## config.mk

```make
export PLATFORM = sky130hd
export DESIGN_NAME = instr_fetch_queue
export DESIGN_NICKNAME = d
export VERILOG_FILES = /design/src/rtl/instr_fetch_queue.sv
export SDC_FILE = /design/constraint.sdc
export NUM_CORES = 1
export LEC_CHECK = 0
export CORE_MARGIN = 2
export CORE_UTILIZATION = 61
export DETAILED_ROUTE_END_ITERATION = 12
export PLACE_DENSITY = 0.84
export REMOVE_ABC_BUFFERS = 1
export SYNTH_ARGS = -nofsm -noshare
export SYNTH_HDL_FRONTEND = slang
export SYNTH_SLANG_ARGS = --single-unit
```

## constraint.sdc

```tcl
create_clock -name CLK -period 6.5 [get_ports CLK]
set_clock_uncertainty 0.15 [all_clocks]
set_input_delay 1.3 -clock CLK [delete_from_list [all_inputs] [get_ports CLK]]
set_output_delay 1.3 -clock CLK [all_outputs]
set_load 0.03 [all_outputs]
```

## src/rtl/instr_fetch_queue.sv

```systemverilog
// Instruction fetch queue: DEPTH-entry circular FIFO feeding a registered decoder-facing output stage.
// Optional macro INSTR_BYPASS_EN lets a LOAD into an idle, empty queue land directly in INSTR.
module instr_fetch_queue #(
  parameter int DEPTH = 8,
  parameter int IW    = 10
) (
  input  logic                     CLK,
  input  logic                     RST_N,
  input  logic [IW-1:0]            DIN,
  input  logic                     LOAD,
  input  logic                     NEXT,
  output logic [IW-1:0]            INSTR,
  output logic                     VALID,
  output logic [$clog2(DEPTH):0]   COUNT,
  output logic                     FULL,
  output logic                     EMPTY,
  output logic                     OVERFLOW,
  output logic [7:0]               PC
);

  localparam int AW = $clog2(DEPTH);
  localparam int CW = AW + 1;

  typedef enum logic {
    S_EMPTY = 1'b0,
    S_HOLD  = 1'b1
  } state_e;

  state_e          state_q;
  logic [IW-1:0]   instr_q;
  logic [AW-1:0]   wr_ptr_q, wr_ptr_d;
  logic [AW-1:0]   rd_ptr_q, rd_ptr_d;
  logic [CW-1:0]   count_q, count_d;
  logic            ovf_q, ovf_d;
  logic [7:0]      pc_q, pc_d;
  logic [IW-1:0]   mem_q [DEPTH];

  logic            full;
  logic            fifo_nz;
  logic            consume;
  logic            pop;
  logic            push;
  logic            byp;

  always_comb begin
    full     = (count_q == CW'(DEPTH));
    fifo_nz  = (count_q != '0);
    consume  = (state_q == S_HOLD) && NEXT;
    // The output register refills whenever it is (or is about to become) free.
    pop      = fifo_nz && ((state_q == S_EMPTY) || consume);
`ifdef INSTR_BYPASS_EN
    byp      = LOAD && !fifo_nz && ((state_q == S_EMPTY) || consume);
`else
    byp      = 1'b0;
`endif
    push     = LOAD && !full && !byp;
    count_d  = count_q + CW'(push) - CW'(pop);
    wr_ptr_d = push ? wr_ptr_q + AW'(1) : wr_ptr_q;
    rd_ptr_d = pop  ? rd_ptr_q + AW'(1) : rd_ptr_q;
    ovf_d    = ovf_q | (LOAD && full);
    pc_d     = consume ? pc_q + 8'd1 : pc_q;
  end

  always_ff @(posedge CLK) begin
    if (push) begin
      mem_q[wr_ptr_q] <= DIN;
    end
  end

  always_ff @(posedge CLK) begin
    if (!RST_N) begin
      state_q  <= S_EMPTY;
      instr_q  <= '0;
      wr_ptr_q <= '0;
      rd_ptr_q <= '0;
      count_q  <= '0;
      ovf_q    <= 1'b0;
      pc_q     <= '0;
    end else begin
      wr_ptr_q <= wr_ptr_d;
      rd_ptr_q <= rd_ptr_d;
      count_q  <= count_d;
      ovf_q    <= ovf_d;
      pc_q     <= pc_d;
      case (state_q)
        S_EMPTY: begin
          if (byp) begin
            instr_q <= DIN;
            state_q <= S_HOLD;
          end else if (pop) begin
            instr_q <= mem_q[rd_ptr_q];
            state_q <= S_HOLD;
          end
        end
        S_HOLD: begin
          // INSTR keeps its last value when the queue runs dry.
          if (consume) begin
            if (byp) begin
              instr_q <= DIN;
            end else if (pop) begin
              instr_q <= mem_q[rd_ptr_q];
            end else begin
              state_q <= S_EMPTY;
            end
          end
        end
        default: state_q <= S_EMPTY;
      endcase
    end
  end

  assign INSTR    = instr_q;
  assign VALID    = (state_q == S_HOLD);
  assign COUNT    = count_q;
  assign FULL     = full;
  assign EMPTY    = !fifo_nz && (state_q == S_EMPTY);
  assign OVERFLOW = ovf_q;
  assign PC       = pc_q;

endmodule

```

; ---- After elaboration in Yosys (flattened, before gate mapping)
; Memory sizes are Yosys's and may differ from the RTL's. A register that Yosys moved wholly into a read port is not among the register bits.
; Cells that the tools add are included.
[totals]
regBits = 30
n_memories = 1
ramBits = 80
inputBits = 14
[mem_list]
columns = name, depth, width, rd, rd_ports_with_merged_regs, wr, line_no
row1 = mem_q, 8, 10, 1, 1, 1, 36  ; logic [IW-1:0] mem_q [DEPTH];
[classes]
bitwise_logic = 2
n_addsub = 5
n_eq_ne = 2
n_reduce_logical = 9
n_mux = 10
[op_table]
columns = operator, n
row1 = $mux W10, 2
row2 = $pmux W10 S2, 1
row3 = $add A8 B1 Y8 const B, 1
row4 = $add A3 B1 Y3 const B, 2
row5 = $mux W3, 2
row6 = $logic_and A1 B1 Y1, 5
row7 = $add A4 B1 Y4, 1
row8 = $eq A4 B4 Y1 const B, 1
row9 = $mux W1, 4
row10 = $reduce_bool A4 Y1, 1
row11 = $sub A4 B1 Y4, 1
row12 = $logic_not A1 Y1, 2
row13 = $ne A2 B1 Y1 const B, 1
row14 = $pmux W1 S2, 1
row15 = $logic_or A1 B1 Y1, 1
row16 = $not A1 Y1, 1
row17 = $or A1 B1 Y1, 1

; ---- Longest topological paths before layout
[depth]
word_depth = 6
depth_mapped = 13
mapped_depth_nobuf = 12

; ---- Least setup slack after synthesis
; No wires, ideal clock.
[synth_path]
kind = in2reg
start = input port NEXT
end = register count_q[2] (netlist: COUNT[2])
slack_ns = 3.358
path_buffers = 1
cell_stages = 10
required_time_ns = 6.235
setup_ns = 0.115
arrival_ns = 2.877
cell_sequence = nand2b_1 > nand2_4 > inv_2 > buf_6 > ha_1 > inv_1 > ha_1 > fa_1 > xor2_1 > and2_1
[synth_via]
elab_chain_len = 4
[synth_rtl]
columns = item, line_no
row1 = from (decl), 11  ; input logic NEXT,
row2 = $logic_and A1 B1 Y1, 48  ; consume = (state_q == S_HOLD) && NEXT;
row3 = $logic_or A1 B1 Y1, 50  ; pop = fifo_nz && ((state_q == S_EMPTY) || consume);
row4 = $logic_and A1 B1 Y1, 50
row5 = named net pop, 41  ; logic pop;
row6 = $sub A4 B1 Y4, 57  ; count_d = count_q + CW'(push) - CW'(pop);
row7 = to (signal assigned), 82  ; count_q <= count_d;
row8 = to (decl), 33  ; logic [CW-1:0] count_q, count_d;
; The timed path passes the listed nets, and every way through them passes these cells.
; A chain may end at the register's enable or synchronous reset.

; ---- Worst setup path in the final report
[layout_path]
start = register count_q[2] (netlist: COUNT[2])
end = output port EMPTY
[layout_via]
elab_chain_len = 3
[layout_rtl]
columns = item, line_no
row1 = $reduce_bool A4 Y1, 47  ; fifo_nz = (count_q != '0);
row2 = $logic_not A1 Y1, 116  ; assign EMPTY = !fifo_nz && (state_q == S_EMPTY);
row3 = $logic_and A1 B1 Y1, 116
row4 = to (decl), 16  ; output logic EMPTY,
; Every way passes these cells.

==> impl_results.md <==
* Htree depth at 4
* Pin count of the biggest net entering global routing at 32
* Total GRT Usage at 23.0%
* M3 GR Usage at 7.11%
* Crit-path max cell delay at 670 ps
* Clock Path Buffers at 2
* Nets at 338
* Kind of critical path: flop to output pin
* First-pass GRT wire length at 12700 µm
* CP Max Fanout at 4
* Final Util at 76.3%
* Max-slew violation count at 0
* CP required at 5050 ps
* Routed length per instance at 19.1 µm
* Total gr overflow at 0
* Total power at 0.00242 W
* GP Congestion at 0.705
* Type of origin of the critical path: flop
* GRT met1 Usage at 26.2%
* Clock power frac at 36.2%
* Post-CTS setup buffers at 0
* Setup-failing EPs final at 0
* DRT Wirelength at 8150 µm
* Flop pwr share at 38.4%
* Vias in the first global route at 2561
* First DRT Iteration DRCs at 161
* Sequential standard cell area at 0.00306 mm²
* Data arrival, critical path at 2260 ps
* Worst skew pair latency at 510 ps
* CTS tree: built
* PnR worst setup slack at 2790 ps
* Number of CTS-inserted buffers at 17
* IO Port Bufs at 39
* Clock-pin slew on the worst setup and hold paths at 60 ps
* Worst reg-to-reg setup slack at 3710 ps
* Antenna cells at 0
* Max IR drop VDD at 0.295 mV
* Fmax at 270 MHz
* Hold Crit Class: flop to flop
* Switching pwr at 0.000726 W
* IO Pins at 40
* Sequential share of the synthesized area at 69.4%
* DRC violations left at 0
* Final Critical Period at 3710 ps
* Core footprint at 0.00714 mm²
* Max_cap viols at 0
* Syn Area/Cell at 16.7 µm²
* Final hold violation count at 0
* GRT busiest layer: met2
* Row count at 31
* Yosys synthesis warning count at 0
* Unrepaired setup endpoints after global routing: false
* Die height at 89.1 µm
* Initial core utilization at 61.8%
* Combinational share of power at 25.4%
* Synth top area share at 54.4%
* Clock sinks at 113
* Drt pass-1 iters at 4
* CP Capture Type: output pin
* DP HPWL at 4810 µm
* Synth Instances at 264
* Die ar. at 0.00793 mm²
* Final ANT Viol Nets at 0
* Cell family with most CP delay: buffers and inverters
* Leak Pwr at 1.88 nW
* Area Overhead vs Synth at 23.4%
* Relative slew slack at 22.3%
* Power per cell area at 444 mW/mm²
* Pre-CTS setup slack at 2760 ps
* Final period util at 57.0%
* Critical-path cell list: inv_1, ha_1, or3b_4, nor2_1, clkdlybuf4s50_1
* Post-CTS Resized at 0
* Post-CTS Hold Fix Bufs at 0
* Die X-Extent at 89.1 µm
* Setup TNS at 0 ps
* Cell internal pwr at 0.00169 W
* Layout cells sized above 1 at 18.3%
* Status: finished clean
* Buf/Inv on CP at 2
* Clk root buf: clkbuf_8
* Initial antenna violation count at 0
* Total number of vias at 2392
* Vias per cell at 5.62
* Seq cells post-synth at 113
* Met2 usage at 39.7%
* Cell variety after synth at 31
* Worst Tran Pin Value at 1160 ps
* Post-synth top area cell: edfxtp_1
* Multi-input logic area at 0.00124 mm²
* Cell Area, Synth at 0.00441 mm²
* Switch share at 30.1%
* Slowest-stage cell, CP: clkdlybuf4s50_1
* Area contributors post-synth: edfxtp_1 54%, dfxtp_1 15%, mux4_2 10%
* # fillers at 417
cells in the final DEF, fill, tap and decap left out, types with 2 or more instances in the layout:
cell             synthesis  layout
nand2b_1                 3       3
a21oi_1                 12      12
o21ai_1                  9       9
xor2_1                   3       3
inv_6                    0       2
edfxtp_1                80      80
nand4_1                  4       4
nor2b_1                  2       2
nand2_1                  8       8
nor3_1                   2       2
xnor2_1                  9       9
a21boi_0                 4       4
and2_1                  16      16
clkinvlp_4               0       2
clkinv_4                 0       6
ha_1                     9       9
bufinv_16                0       2
buf_4                    1       3
dfxtp_1                 33      33
or3b_4                   2       2
mux4_2                  20      20
mux2i_1                 11      11
clkdlybuf4s50_1          0      39
inv_1                    7       7
and3_1                   2       2
clkinv_2                 0       3
nand3_1                  4       4
nor2_1                   7       7
clkbuf_16                0      16
state kept, by name, indices dropped and copies added, names as in the netlist, named ones only:
register,flops
mem_q,80
INSTR,10
PC,8
COUNT,4
rd_ptr_q,3
wr_ptr_q,3
OVERFLOW,1
VALID,1
worst paths after layout:
kind	cells past startpoint	startpoint	end
worst max-delay path	5	COUNT[2]	EMPTY
worst min-delay path	2	OVERFLOW	OVERFLOW
worst max register to register	11	COUNT[2]	COUNT[2]
worst min register to register	2	OVERFLOW	OVERFLOW
final cells by class:
| class | count | area share (%) |
|---|---|---|
| clock buffer | 17 | 7.61 |
| inverter | 8 | 0.551 |
| tap | 99 | 2.27 |
| clock inverter | 15 | 2.94 |
| multi-input combinational | 132 | 22.8 |
| sequential | 113 | 56.3 |
| timing repair buffer | 42 | 7.58 |
cell families after synthesis:
logic type	count (synthesis)	share of synthesized area, %
AO/OA/AOI/OAI	27	3.35
XOR/XNOR	12	2.38
adder cells (fa/ha/maj)	10	3.01
buffers and inverters	19	2.47
flip-flops	113	69.4
multiplexers	31	12.7
AND/OR/NAND/NOR	52	6.69
tightest hold or removal path: cells and delay by family, from the launching register on:
| family | cells | cell delay, ps |
|---|---|---|
| and+or+nand+nor | 1 | 100 |
| AOI/OAI and AO/OA | 1 | 50 |
| DFF | 1 | 320 |
cells in the mapped netlist (all sizes together):
library cell,number
o21ai,10
nor3,2
and2,16
nand2b,3
and3,2
mux4,20
a21o,1
a21oi,12
edfxtp,80
clkbuf,3
nand3,4
nand4,4
nor2,7
nand2,9
a21boi,4
buf,8
or3b,2
mux2i,11
xnor2,9
nor2b,2
ha,9
inv,8
fa,1
or2,1
xor2,3
dfxtp,33
per-stage QoR:
step / cells / area (µm²) / hold slack, ps
floorplan: 253 / 4330 / 317
detailed placement: 394 / 4870 / 340
global route: 426 / 5450 / 399
CTS: 426 / 5450 / 362
finish: 426 / 5450 / 353
global placement: 394 / 4870 / 330
power by group through the flow:
stage               Sequential, W  Clock (W)  Combinational [W]
floorplan                 0.00104          0           0.000298
global placement         0.000937          0           0.000586
detailed placement       0.000939          0           0.000607
CTS                      0.000927   0.000889           0.000620
global route             0.000936   0.000920           0.000675
finish                   0.000928   0.000875           0.000613
layer usage:
layer / vias up / routed length, µm / share of wire [%]
li1: 1104 / - / -
met1: 1197 / 3160 / 39
met2: 77 / 4410 / 54
met3: 14 / 412 / 5.1
met4: 0 / 166 / 2.0
met5: - / 0 / 0
(Power assumes the default switching activity.)
